File: config.mk
export PLATFORM = sky130hd
export DESIGN_NAME = mic3_sampler
export DESIGN_NICKNAME = d
export VERILOG_FILES = /design/src/rtl/mic3_pkg.sv /design/src/rtl/mic3_fifo.sv /design/src/rtl/mic3_sampler.sv
export SDC_FILE = /design/constraint.sdc
export NUM_CORES = 1
export LEC_CHECK = 0
export ABC_AREA = 1
export ABC_CLOCK_PERIOD_IN_PS = 2500
export CORE_UTILIZATION = 44
export CTS_BUF_LIST = sky130_fd_sc_hd__clkbuf_4 sky130_fd_sc_hd__clkbuf_8 sky130_fd_sc_hd__clkbuf_16
export CTS_CLUSTER_SIZE = 16
export DETAILED_ROUTE_END_ITERATION = 16
export PLACE_DENSITY = 0.67
export SLEW_MARGIN = 20
export SYNTH_ARGS = -nofsm -noshare
export SYNTH_HDL_FRONTEND = slang
export SYNTH_SLANG_ARGS = --single-unit
File: constraint.sdc
create_clock -name clk -period 2.5 [get_ports clk]
set_input_delay 0.5 -clock clk [delete_from_list [all_inputs] [get_ports clk]]
set_output_delay 0.5 -clock clk [all_outputs]
set_load 0.05 [all_outputs]
File: src/rtl/mic3_pkg.sv
// Shared types and helpers for the Pmod MIC3 sampling sequencer.
package mic3_pkg;

    localparam int AUDIO_W = 12;

    typedef enum logic [1:0] {
        S_IDLE = 2'd0,
        S_ARM  = 2'd1,
        S_REQ  = 2'd2,
        S_WAIT = 2'd3
    } state_t;

    // Ceiling log2, usable in constant expressions (clog2(1) = 0).
    function automatic int clog2(input int value);
        int r;
        int v;
        r = 0;
        v = value - 1;
        while (v > 0) begin
            r = r + 1;
            v = v >> 1;
        end
        return r;
    endfunction

endpackage

File: src/rtl/mic3_fifo.sv
// First-word-fall-through FIFO: dout shows the head combinationally, push and
// pop may coincide at any occupancy, a push into a full FIFO without a pop is dropped.
module mic3_fifo
    import mic3_pkg::*;
#(
    parameter int WIDTH = 12,
    parameter int DEPTH = 8
) (
    input  logic                   clk,
    input  logic                   rst,
    input  logic                   push,
    input  logic                   pop,
    input  logic [WIDTH-1:0]       din,
    output logic [WIDTH-1:0]       dout,
    output logic                   empty,
    output logic                   full,
    output logic [clog2(DEPTH):0]  count
);

    localparam int AW = clog2(DEPTH);
    localparam int CW = AW + 1;

    logic [WIDTH-1:0] mem [DEPTH];
    logic [AW-1:0]    wr_ptr_reg;
    logic [AW-1:0]    rd_ptr_reg;
    logic [CW-1:0]    count_reg;
    logic [CW-1:0]    count_next;
    logic             do_push;
    logic             do_pop;

    assign empty   = (count_reg == '0);
    assign full    = (count_reg == CW'(DEPTH));
    assign do_pop  = pop && !empty;
    // A pop in the same cycle frees the slot being written, so full does not block it.
    assign do_push = push && (!full || do_pop);

    always_comb begin
        count_next = count_reg;
        case ({do_push, do_pop})
            2'b10:   count_next = count_reg + CW'(1);
            2'b01:   count_next = count_reg - CW'(1);
            default: count_next = count_reg;
        endcase
    end

    always_ff @(posedge clk or posedge rst) begin
        if (rst) begin
            wr_ptr_reg <= '0;
            rd_ptr_reg <= '0;
            count_reg  <= '0;
        end else begin
            if (do_push) wr_ptr_reg <= wr_ptr_reg + AW'(1);
            if (do_pop)  rd_ptr_reg <= rd_ptr_reg + AW'(1);
            count_reg <= count_next;
        end
    end

    always_ff @(posedge clk) begin
        if (do_push) mem[wr_ptr_reg] <= din;
    end

    // Storage is not reset; masking with empty keeps dout at 0 after reset.
    assign dout  = empty ? '0 : mem[rd_ptr_reg];
    assign count = count_reg;

endmodule

File: src/rtl/mic3_sampler.sv
// Fixed-rate sequencer for the Pmod MIC3 reader: periodic one-cycle read requests,
// timed wait for the new-data pulse, FWFT sample buffer and sticky error flags.
module mic3_sampler
    import mic3_pkg::*;
#(
    parameter int PERIOD_W   = 16,
    parameter int FIFO_DEPTH = 8,
    parameter int TIMEOUT    = 1024
) (
    input  logic                        clk,
    input  logic                        rst,
    input  logic                        enable,
    input  logic [PERIOD_W-1:0]         period,
    output logic                        mic_read,
    input  logic                        mic_new_data,
    input  logic [AUDIO_W-1:0]          mic_audio,
    output logic [AUDIO_W-1:0]          sample_data,
    output logic                        sample_valid,
    input  logic                        sample_ready,
    output logic [clog2(FIFO_DEPTH):0]  fifo_count,
    output logic                        busy,
    output logic                        late,
    output logic                        timeout_err,
    output logic                        overflow,
    input  logic                        err_clr
);

    localparam int TMO_W = clog2(TIMEOUT) + 1;

    state_t              state_reg;
    state_t              state_next;
    logic [PERIOD_W-1:0] cnt_reg;
    logic [PERIOD_W-1:0] cnt_next;
    logic [PERIOD_W-1:0] reload;
    logic                pend_reg;
    logic                pend_next;
    logic [TMO_W-1:0]    tmo_reg;
    logic [TMO_W-1:0]    tmo_next;
    logic                mic_read_reg;
    logic                late_reg;
    logic                late_next;
    logic                timeout_reg;
    logic                timeout_next;
    logic                overflow_reg;
    logic                overflow_next;

    logic tick;
    logic busy_w;
    logic push_w;
    logic late_set;
    logic tmo_set;
    logic overflow_set;
    logic fifo_full;
    logic fifo_empty;

    assign busy_w = (state_reg == S_REQ) || (state_reg == S_WAIT);
    assign tick   = (state_reg != S_IDLE) && (cnt_reg == '0);
    // A zero period behaves like a period of one cycle.
    assign reload = (period == '0) ? '0 : (period - PERIOD_W'(1));

    always_comb begin
        state_next = state_reg;
        cnt_next   = cnt_reg;
        pend_next  = pend_reg;
        tmo_next   = tmo_reg;
        push_w     = 1'b0;
        tmo_set    = 1'b0;
        late_set   = tick && (busy_w || pend_reg);

        if (state_reg == S_IDLE) begin
            cnt_next  = '0;
            // A stale tick must not fire a request on the next enable.
            pend_next = 1'b0;
        end else begin
            cnt_next = tick ? reload : (cnt_reg - PERIOD_W'(1));
            if (state_reg == S_REQ) pend_next = 1'b0;
            if (tick) pend_next = 1'b1;
        end

        case (state_reg)
            S_IDLE: begin
                if (enable) state_next = S_ARM;
            end
            S_ARM: begin
                if (!enable)              state_next = S_IDLE;
                else if (tick || pend_reg) state_next = S_REQ;
            end
            S_REQ: begin
                tmo_next   = '0;
                state_next = S_WAIT;
            end
            S_WAIT: begin
                if (mic_new_data) begin
                    push_w     = 1'b1;
                    state_next = enable ? S_ARM : S_IDLE;
                end else if (tmo_reg == TMO_W'(TIMEOUT - 1)) begin
                    tmo_set    = 1'b1;
                    state_next = enable ? S_ARM : S_IDLE;
                end else begin
                    tmo_next = tmo_reg + TMO_W'(1);
                end
            end
            default: state_next = S_IDLE;
        endcase
    end

    assign overflow_set = push_w && fifo_full && !(sample_ready && !fifo_empty);

    // Sticky flags: a set event wins over a simultaneous clear.
    assign late_next     = late_set     | (late_reg     & ~err_clr);
    assign timeout_next  = tmo_set      | (timeout_reg  & ~err_clr);
    assign overflow_next = overflow_set | (overflow_reg & ~err_clr);

    always_ff @(posedge clk or posedge rst) begin
        if (rst) begin
            state_reg    <= S_IDLE;
            cnt_reg      <= '0;
            pend_reg     <= 1'b0;
            tmo_reg      <= '0;
            mic_read_reg <= 1'b0;
            late_reg     <= 1'b0;
            timeout_reg  <= 1'b0;
            overflow_reg <= 1'b0;
        end else begin
            state_reg    <= state_next;
            cnt_reg      <= cnt_next;
            pend_reg     <= pend_next;
            tmo_reg      <= tmo_next;
            // Registered so the pulse is high exactly while the state is REQ.
            mic_read_reg <= (state_next == S_REQ);
            late_reg     <= late_next;
            timeout_reg  <= timeout_next;
            overflow_reg <= overflow_next;
        end
    end

    mic3_fifo #(
        .WIDTH (AUDIO_W),
        .DEPTH (FIFO_DEPTH)
    ) u_fifo (
        .clk   (clk),
        .rst   (rst),
        .push  (push_w),
        .pop   (sample_ready),
        .din   (mic_audio),
        .dout  (sample_data),
        .empty (fifo_empty),
        .full  (fifo_full),
        .count (fifo_count)
    );

    assign sample_valid = !fifo_empty;
    assign mic_read     = mic_read_reg;
    assign busy         = busy_w;
    assign late         = late_reg;
    assign timeout_err  = timeout_reg;
    assign overflow     = overflow_reg;

endmodule
==> results of run 1 <==
cells in the mapped netlist:
master | n | area, sq um
nor2_2 | 10 | 62.6
nand4_1 | 4 | 25.0
nor2_4 | 1 | 11.3
buf_2 | 5 | 25.0
nand2_1 | 112 | 420
mux2_2 | 1 | 11.3
edfxtp_1 | 96 | 2880
o21bai_1 | 1 | 7.51
dfrtp_1 | 44 | 1100
inv_2 | 2 | 7.51
nor2_1 | 130 | 488
o22ai_1 | 20 | 125
nor3_4 | 1 | 16.3
buf_4 | 3 | 22.5
o211ai_1 | 1 | 7.51
clkbuf_1 | 11 | 41.3
or2_2 | 1 | 6.26
mux2i_1 | 12 | 120
o21ai_1 | 6 | 30.0
ha_1 | 9 | 113
nor3_1 | 12 | 60.1
nand3b_1 | 1 | 7.51
o21ai_0 | 67 | 335
fa_1 | 1 | 20.0
nand3_2 | 3 | 30.0
inv_1 | 67 | 251
xor2_1 | 16 | 140
clkinv_2 | 1 | 5.00
nand3_1 | 43 | 215
nand2_4 | 2 | 22.5
a21oi_1 | 12 | 60.1
a21o_1 | 1 | 7.51
xnor2_1 | 8 | 70.1
through the flow:
stage / TNS (ns) / power (mW) / area, sq um / util (%)
after floorplan: 0 / 6.05 / 6770 / -
after global placement: 0 / 7.17 / 7630 / 51.7
after detailed placement: 0 / 7.24 / 7630 / 51.7
after CTS: 0 / 9.84 / 8250 / 55.9
after global routing: -0.161 / 10.5 / 8290 / 56.2
final: 0 / 9.89 / 8290 / 56.2
power groups by stage:
stage	Combinational, mW	Sequential (mW)	Clock (mW)
6_report	4.37	2.99	2.53
5_1_grt	4.79	3.03	2.65
4_1_cts	4.27	2.99	2.58
3_3_place_gp	4.16	3.01	0
2_1_floorplan	2.96	3.09	0
3_5_place_dp	4.22	3.02	0
cells by family (layout without fill, tap and decap cells):
group	count (synthesis)	in the layout	synth area share [%]
compound gates	108	108	8.49
xor+xnor	24	24	3.11
fa+ha+maj	10	10	1.97
buf+inv	89	179	5.23
flops	140	140	59.0
mux	13	13	1.95
simple gates	320	320	20.2
cell type report:
class / instances / area share, %
clock buffers: 18 / 5.22
inverters: 70 / 3.24
well taps: 184 / 2.78
repair buffers: 77 / 8.83
multi-input cells: 475 / 29.8
flip-flops and latches: 140 / 48.1
clock inverters: 14 / 2.07
critical path, delay by kind of cell (launching register included):
kind / cells / cell delay (ns)
AO/OA/AOI/OAI: 3 / 0.53
buffers and inverters: 3 / 0.47
AND/OR/NAND/NOR: 1 / 0.09
flip-flops: 1 / 0.46
how the worst max path moves through the flow:
stage                     cells past startpoint                to  slack [ns]
final                                         7    sample_data[0]        0.04
after global routing                          8    sample_data[0]       -0.04
after CTS                                     6    sample_data[9]        0.01
after detailed placement                      6  u_fifo.mem[2][9]        0.06
after global placement                        6  u_fifo.mem[2][9]        0.11
after floorplan                               5  u_fifo.mem[0][0]        0.03
routing by layer:
layer | wire, um | track usage, % | up-vias | share of wire, %
met1 | 6940 | 27.0 | 2500 | 45
met5 | 0 | 0 | - | 0
met4 | 231 | 6.87 | 0 | 1.5
met3 | 859 | 5.27 | 19 | 5.6
met2 | 7400 | 33.5 | 156 | 48
li1 | - | - | 2524 | -
timing repair:
item / CTS / global route
endpoints found under the setup margin: 12 / 11
hold buffers: 0 / 0
setup buffers: 0 / 1
resized for setup: 9 / 17
pin swaps: 0 / 2
==> flow_summary.yaml, run 1 <==
floorplanning:
  chipHeight_um: 126
  coreArea_sq_um: 14800
  fp.dieW_um: 126
  num_rows: 44
  die-area_sq_um: 15800
  ios: 56
  initial_utilization_pct: 45.7
power_and_ir_drop:
  internal_power_mw: 5.80
  clkPwrFrac_pct: 25.6
  powerDensity_nw_per_um2: 1190
  comb_power_share_pct: 44.2
  p_leak_nw: 3.39
  switching_power_mw: 4.09
  swShare_pct: 41.4
  irDropWorstVdd_mv: 0.582
  sequentialPowerShare_pct: 30.3
cells_and_area:
  multi_input_area_sq_um: 2470
  largest_reg_flops: 96
  drive_gt1_share_pct: 13.5
  num_antenna_cells: 0
  regArea_sq_um: 3990
  nNetsFinal: 825
  final_cell_mix: "121 x nor2_1, 112 x nand2_1, 96 x edfxtp_1"
  area.growth.synth_to_final_pct: 22.9
  n_fill_cell: 1273
  fin_cells: 978
  layout_commonest_cell: "nor2_1"
sta:
  tightest_slew_ns: 0.529
  timing.final.crit_share_pct: 98.6
  fin_ws_ns: 0.0361
  fin_crit_ns: 2.46
  slew_headroom_pct: 64.6
  finalClockSkew_ns: 0.00971
  maxSlewViolCount: 0
  finalHoldViolations: 0
  holdWs_ns: 0.447
  max_freq_ghz: 0.406
  setup_viol: 0
  rsz0062_at_grt: "yes"
yosys:
  avgSynthCellArea_sq_um: 9.59
  synthesis.area_sq_um: 6750
  synth_cells: 704
  ys_seq_elements: 140
  ys_seq_area_share_pct: 59.0
  synth_warnings: 0
  synth_nets: 748
  synth_cell_type_count: 33
worst_setup_path:
  cp-start-kind: "flip-flop"
  worstPathRequired_ns: 2.00
  critPathMostFrequentCell: "o21ai_0"
  startpoint: "u_fifo.rd_ptr_reg[0]"
  rr_worst_depth: 12
  end_kind: "output port"
  r2r-end: "u_fifo.count[3]"
  worstPathMaxFanout: 15
  worstPathArrival_ns: 1.96
  rrSetupSlack_ns: 0.47
  criticalPathCategory: "reg2out"
  critPathMaxStageDelay_ns: 0.46
  crit_path_top_delay_cell: "dfrtp_2"
  rr_startpoint: "u_fifo.count[1]"
  worstPathCellList: "inv_6 > buf_4 > o21ai_0 > o21ai_0 > o21ai_0 > nor2_1 > buf_4"
placement:
  placed_cells: 945
  place_ws_ns: 0.0572
  place_congestion: 0.841
  portBuffers: 55
  dp_hpwl_um: 11200
clock_tree:
  clock-sinks: 140
  clk_latency_ns: 0.42
  htree_levels: 4
  cts_root_buf: "clkbuf_16"
  tritoncts: "done"
  clkTransAtPathRegs_ns: 0.06
  numCtsBuffers: 17
  cts_buffer_depth: 2
routing:
  drt_iter0_drc: 411
  drt-total-wl_um: 15400
  drt-pass1-iter-count: 5
  antenna_left: 0
  routedWlPerCell_um: 15.8
  post_drt_via_cell_ratio: 5.32
  num_vias: 5199
  drc: 0
worst_hold_path:
  hold_path_class: "in2async"
run:
  maxCapViolCount: 0
grt:
  grt_max_degree: 49
  antenna_found_initial: 0
  grt_pass1_wl_um: 25100
  grt_pass1_vias: 5082
  grt_usage_pct: 20.6
  grt_overflow: 0
run_status:
  status: "finished, final reports clean"
No activity file was read; power rests on OpenSTA's default activity.
==> run 2: changes to the inputs <==
Settings changed: ABC_CLOCK_PERIOD_IN_PS 2500 to 3000, CTS_CLUSTER_SIZE 16 to 30, TNS_END_PERCENT from default to 20.
Clock period 2.5 ns to 3 ns, I/O delays scaled along.
==> flow_summary.yaml, run 2 (synthesis results as in run 1) <==
worst_setup_path:
  critPathMostFrequentCell: "o21ai_0"
  worstPathMaxFanout: 21
  worstPathRequired_ns: 2.40
  end_kind: "output port"
  rrSetupSlack_ns: 0.57
  crit_path_top_delay_cell: "dfrtp_1"
  rr_startpoint: "u_fifo.count[1]"
  worstPathArrival_ns: 2.23
  cp-start-kind: "flip-flop"
  criticalPathCategory: "reg2out"
  worstPathCellList: "buf_4 > o21ai_0 > o21ai_0 > o21ai_0 > nor2_1 > buf_4"
  critPathMaxStageDelay_ns: 0.81
  startpoint: "u_fifo.rd_ptr_reg[1]"
routing:
  post_drt_via_cell_ratio: 5.30
  antenna_left: 0
  routedWlPerCell_um: 15.7
  drt_iter0_drc: 426
  drt-total-wl_um: 15300
  num_vias: 5158
  drc: 0
  drt-pass1-iter-count: 5
cells_and_area:
  drive_gt1_share_pct: 11.3
  n_fill_cell: 1255
  final_cell_mix: "130 x nor2_1, 112 x nand2_1, 96 x edfxtp_1"
  nNetsFinal: 820
  finish.instance_area_sq_um: 8170
  regArea_sq_um: 3980
  num_antenna_cells: 0
  multi_input_area_sq_um: 2450
  area.growth.synth_to_final_pct: 21.0
  largest_reg_flops: 96
  layout_commonest_cell: "nor2_1"
clock_tree:
  cts_root_buf: "clkbuf_16"
  clk_latency_ns: 0.41
  post_cts_buffers: 0
  htree_levels: 4
  cts_resized: 0
  numCtsBuffers: 17
  clock-sinks: 140
  clkTransAtPathRegs_ns: 0.06
  ctsHoldBuffers: 0
  tritoncts: "done"
  cts_buffer_depth: 2
placement:
  dp_hpwl_um: 10800
  place_congestion: 0.851
  post_dp_cell_area_sq_um: 7590
  portBuffers: 55
sta:
  slew_headroom_pct: 39.3
  fin_crit_ns: 2.83
  rsz0062_at_grt: "no"
  fin_setup_tns_ns: 0
  finalHoldViolations: 0
  timing.final.crit_share_pct: 94.3
  maxSlewViolCount: 0
  tightest_slew_ns: 0.909
  max_freq_ghz: 0.354
  finalClockSkew_ns: 0.00690
  setup_viol: 0
floorplanning:
  die-area_sq_um: 15800
  coreArea_sq_um: 14800
  chipHeight_um: 126
  num_rows: 44
  ios: 56
  fp.dieW_um: 126
  initial_utilization_pct: 45.7
grt:
  grt_max_degree: 45
  antenna_found_initial: 0
  grt_overflow: 0
  grt_pass1_wl_um: 24700
  grt_usage_pct: 20.3
  grt_pass1_vias: 5024
power_and_ir_drop:
  p_leak_nw: 3.35
  irDropWorstVdd_mv: 0.696
  powerDensity_nw_per_um2: 977
worst_hold_path:
  worstHoldStart: "cnt_reg[0]"
  hold_path_class: "reg2reg"
run_status:
  status: "finished, final reports clean"
run:
  maxCapViolCount: 0
run 2: cell count changes in the layout (fill, tap and decap cells not counted), sizes merged:
cell	delta
clkinvlp	-4
bufinv	-1
inv	+1
clkinv	+4
dlygate4sd2	-1
buf	-5
clkdlybuf4s50	+1
run 2: critical path: cells and delay by family (launching register included):
family / cells / cell delay (ns)
AO/OA/AOI/OAI: 3 / 0.38
buffers and inverters: 2 / 0.48
flip-flops: 1 / 0.81
AND/OR/NAND/NOR: 1 / 0.14
run 2: final timing paths:
path	endpoint	cells after the start
min in group asynchronous	tmo_reg[9]	2
min	cnt_reg[0]	1
max reg2reg	u_fifo.count[3]	12
max in group asynchronous	cnt_reg[12]	2
min reg2reg	cnt_reg[0]	1
max	sample_data[2]	6
run 2: power breakdown:
group | switching, mW | internal [mW] | total [mW]
combinational | 2.31 | 1.13 | 3.44
sequential | 0.232 | 2.28 | 2.51
clock | 0.797 | 1.23 | 2.03
total | 3.34 | 4.64 | 7.98
run 2: cell type report:
type / instances / area share, %
Clock buffer: 18 / 5.30
Clock inverter: 14 / 1.76
Inverter: 70 / 3.23
Multi-Input combinational cell: 475 / 30.0
Sequential cell: 140 / 48.8
Tap cell: 184 / 2.82
Timing Repair Buffer: 72 / 8.09
run 2: per-layer routing:
metal / wire, um / global-route usage, % / vias up
li1: - / - / 2511
met1: 6770 / 25.6 / 2471
met2: 7430 / 34.2 / 150
met3: 777 / 4.16 / 26
met4: 333 / 8.22 / 0
met5: 0 / 0 / -
run 2: through the flow:
stage	instances	util, %	power, mW	hold WS [ns]	worst slack [ns]
global route	973	55.4	8.46	0.508	0.0247
global placement	941	51.5	5.90	0.468	0.393
detailed placement	941	51.5	5.97	0.472	0.261
floorplan	704	-	4.98	0.445	0.00463
finish	973	55.4	7.98	0.481	0.172
CTS	973	55.4	8.01	0.483	0.163
==> run 3: changes to the inputs <==
--- a/config.mk
+++ b/config.mk
@@ -14,3 +14,3 @@
 export PLACE_DENSITY = 0.67
-export SLEW_MARGIN = 20
+export SLEW_MARGIN = 15
 export SYNTH_ARGS = -nofsm -noshare
--- a/constraint.sdc
+++ b/constraint.sdc
@@ -3,2 +3,2 @@
 set_output_delay 0.6 -clock clk [all_outputs]
-set_load 0.05 [all_outputs]
+set_load 0.1 [all_outputs]
==> flow_summary.yaml, run 3 (synthesis results as in run 1) <==
run_status:
  status: "finished, final reports clean"
cells_and_area:
  layout_commonest_cell: "nor2_1"
  nNetsFinal: 816
  num_antenna_cells: 0
  drive_gt1_share_pct: 13.8
  largest_reg_flops: 96
  area.growth.synth_to_final_pct: 23.3
  final_cell_mix: "120 x nor2_1, 112 x nand2_1, 96 x edfxtp_1"
sta:
  finalHoldViolations: 0
  timing.final.crit_share_pct: 89.5
  fin_setup_tns_ns: 0
  max_freq_ghz: 0.373
  slew_headroom_pct: 40.9
  setup_viol: 0
  tightest_slew_ns: 0.885
  rsz0062_at_grt: "no"
  fin_crit_ns: 2.68
  maxSlewViolCount: 0
  finalClockSkew_ns: 0.00662
grt:
  grt_pass1_wl_um: 24700
  grt_pass1_vias: 5109
  grt_usage_pct: 20.1
  grt_overflow: 0
  antenna_found_initial: 0
  grt_max_degree: 51
floorplanning:
  chipHeight_um: 126
  die-area_sq_um: 15800
  ios: 56
  num_rows: 44
  coreArea_sq_um: 14800
  fp.dieW_um: 126
  initial_utilization_pct: 45.7
worst_setup_path:
  cp_top_family: "compound AO/OA/AOI/OAI gates"
  critPathMaxStageDelay_ns: 0.43
  crit_path_top_delay_cell: "dfrtp_1"
  critPathMostFrequentCell: "o21ai_0"
  worstPathRequired_ns: 2.40
  worstPathArrival_ns: 2.08
  end_kind: "output port"
  worstPathCellList: "buf_12 > nor2_1 > nor2_1 > o21ai_0 > o21ai_0 > o21ai_0 > nor2_4 > buf_12"
  cp-start-kind: "flip-flop"
  worstPathMaxFanout: 49
  path_buf_inv: 2
  criticalPathCategory: "reg2out"
routing:
  num_vias: 5136
  antenna_left: 0
  drc: 0
  post_drt_via_cell_ratio: 5.31
  drt-total-wl_um: 15000
  routedWlPerCell_um: 15.5
  drt_iter0_drc: 298
  drt-pass1-iter-count: 5
clock_tree:
  cts_root_buf: "clkbuf_16"
  clock-sinks: 140
  post_cts_buffers: 0
  numCtsBuffers: 17
  htree_levels: 4
  cts_buffer_depth: 2
  clkTransAtPathRegs_ns: 0.06
  cts_resized: 0
  clk_latency_ns: 0.41
  ctsHoldBuffers: 0
  tritoncts: "done"
placement:
  dp_hpwl_um: 10300
  place_congestion: 0.840
  portBuffers: 55
worst_hold_path:
  hold_path_class: "reg2reg"
run:
  maxCapViolCount: 0
power_and_ir_drop:
  fin_total_pwr_mw: 9.32
  p_leak_nw: 3.41
  irDropWorstVdd_mv: 0.843
  powerDensity_nw_per_um2: 1120
[run 3: cell types whose count changed in the layout (fill, tap and decap cells not counted), moves of 3 or more]
cell,before,now
clkdlybuf4s50_1,43,33
nor2_4,1,10
nor3_1,4,7
dfrtp_1,44,40
nor2_1,130,120
dfrtp_2,0,4
nor3_2,8,5
buf_12,1,13
buf_4,28,22
clkinv_1,3,0
[run 3: per-stage QoR]
stage	instance area, sq um	setup slack, ns	std cells	utilization, %	hold slack, ns
final	8320	0.316	968	56.4	0.477
after global routing	8320	0.130	968	56.4	0.493
after CTS	8320	0.132	968	56.4	0.477
after detailed placement	7750	0.355	937	52.5	0.468
after global placement	7750	0.478	937	52.5	0.462
after floorplan	6830	0.0847	704	-	0.445
[run 3: layout make-up]
cell class	count	area, sq um
Clock inverter	13	143
Inverter	70	267
Tap cell	184	230
Clock buffer	18	433
Timing Repair Buffer	68	756
Multi-Input combinational cell	475	2510
Sequential cell	140	3990
Fill cell	1264	6430
[run 3: metal layers]
metal  vias up  GRT usage [%]  routed length [um]
li1       2504              -                   -
met1      2481           24.5                6600
met2       122           35.2                7550
met3        29           4.08                 580
met4         0           7.37                 291
met5         -              0                   0
[run 3: worst reg2reg max path: stages (launching register included)]
cell and delay [ns]:
dfrtp_2 0.43, nor2_1 0.17, nand3_2 0.32, nand3_1 0.29, inv_1 0.10, ha_1 0.29
a21o_1 0.19, a21oi_1 0.18, nand2_1 0.10, nand2_1 0.08, nand2_1 0.05, nand2_1 0.06
inv_1 0.03
[run 3: path summary, 6_finish.rpt]
kind,startpoint,to,slack [ns],cells after the start
min in group asynchronous,rst,cnt_reg[8],0.70,2
min,cnt_reg[0],cnt_reg[0],0.48,1
max reg2reg,u_fifo.count[1],u_fifo.count[3],0.61,12
min reg2reg,cnt_reg[0],cnt_reg[0],0.48,1
max,u_fifo.rd_ptr_reg[0],sample_data[3],0.32,8
max in group asynchronous,rst,u_fifo.count[0],1.68,2
[run 3: where the power goes]
group | switching, mW | total (mW) | internal, mW
Sequential | 0.193 | 2.48 | 2.28
Combinational | 3.25 | 4.80 | 1.55
Clock | 0.808 | 2.04 | 1.24
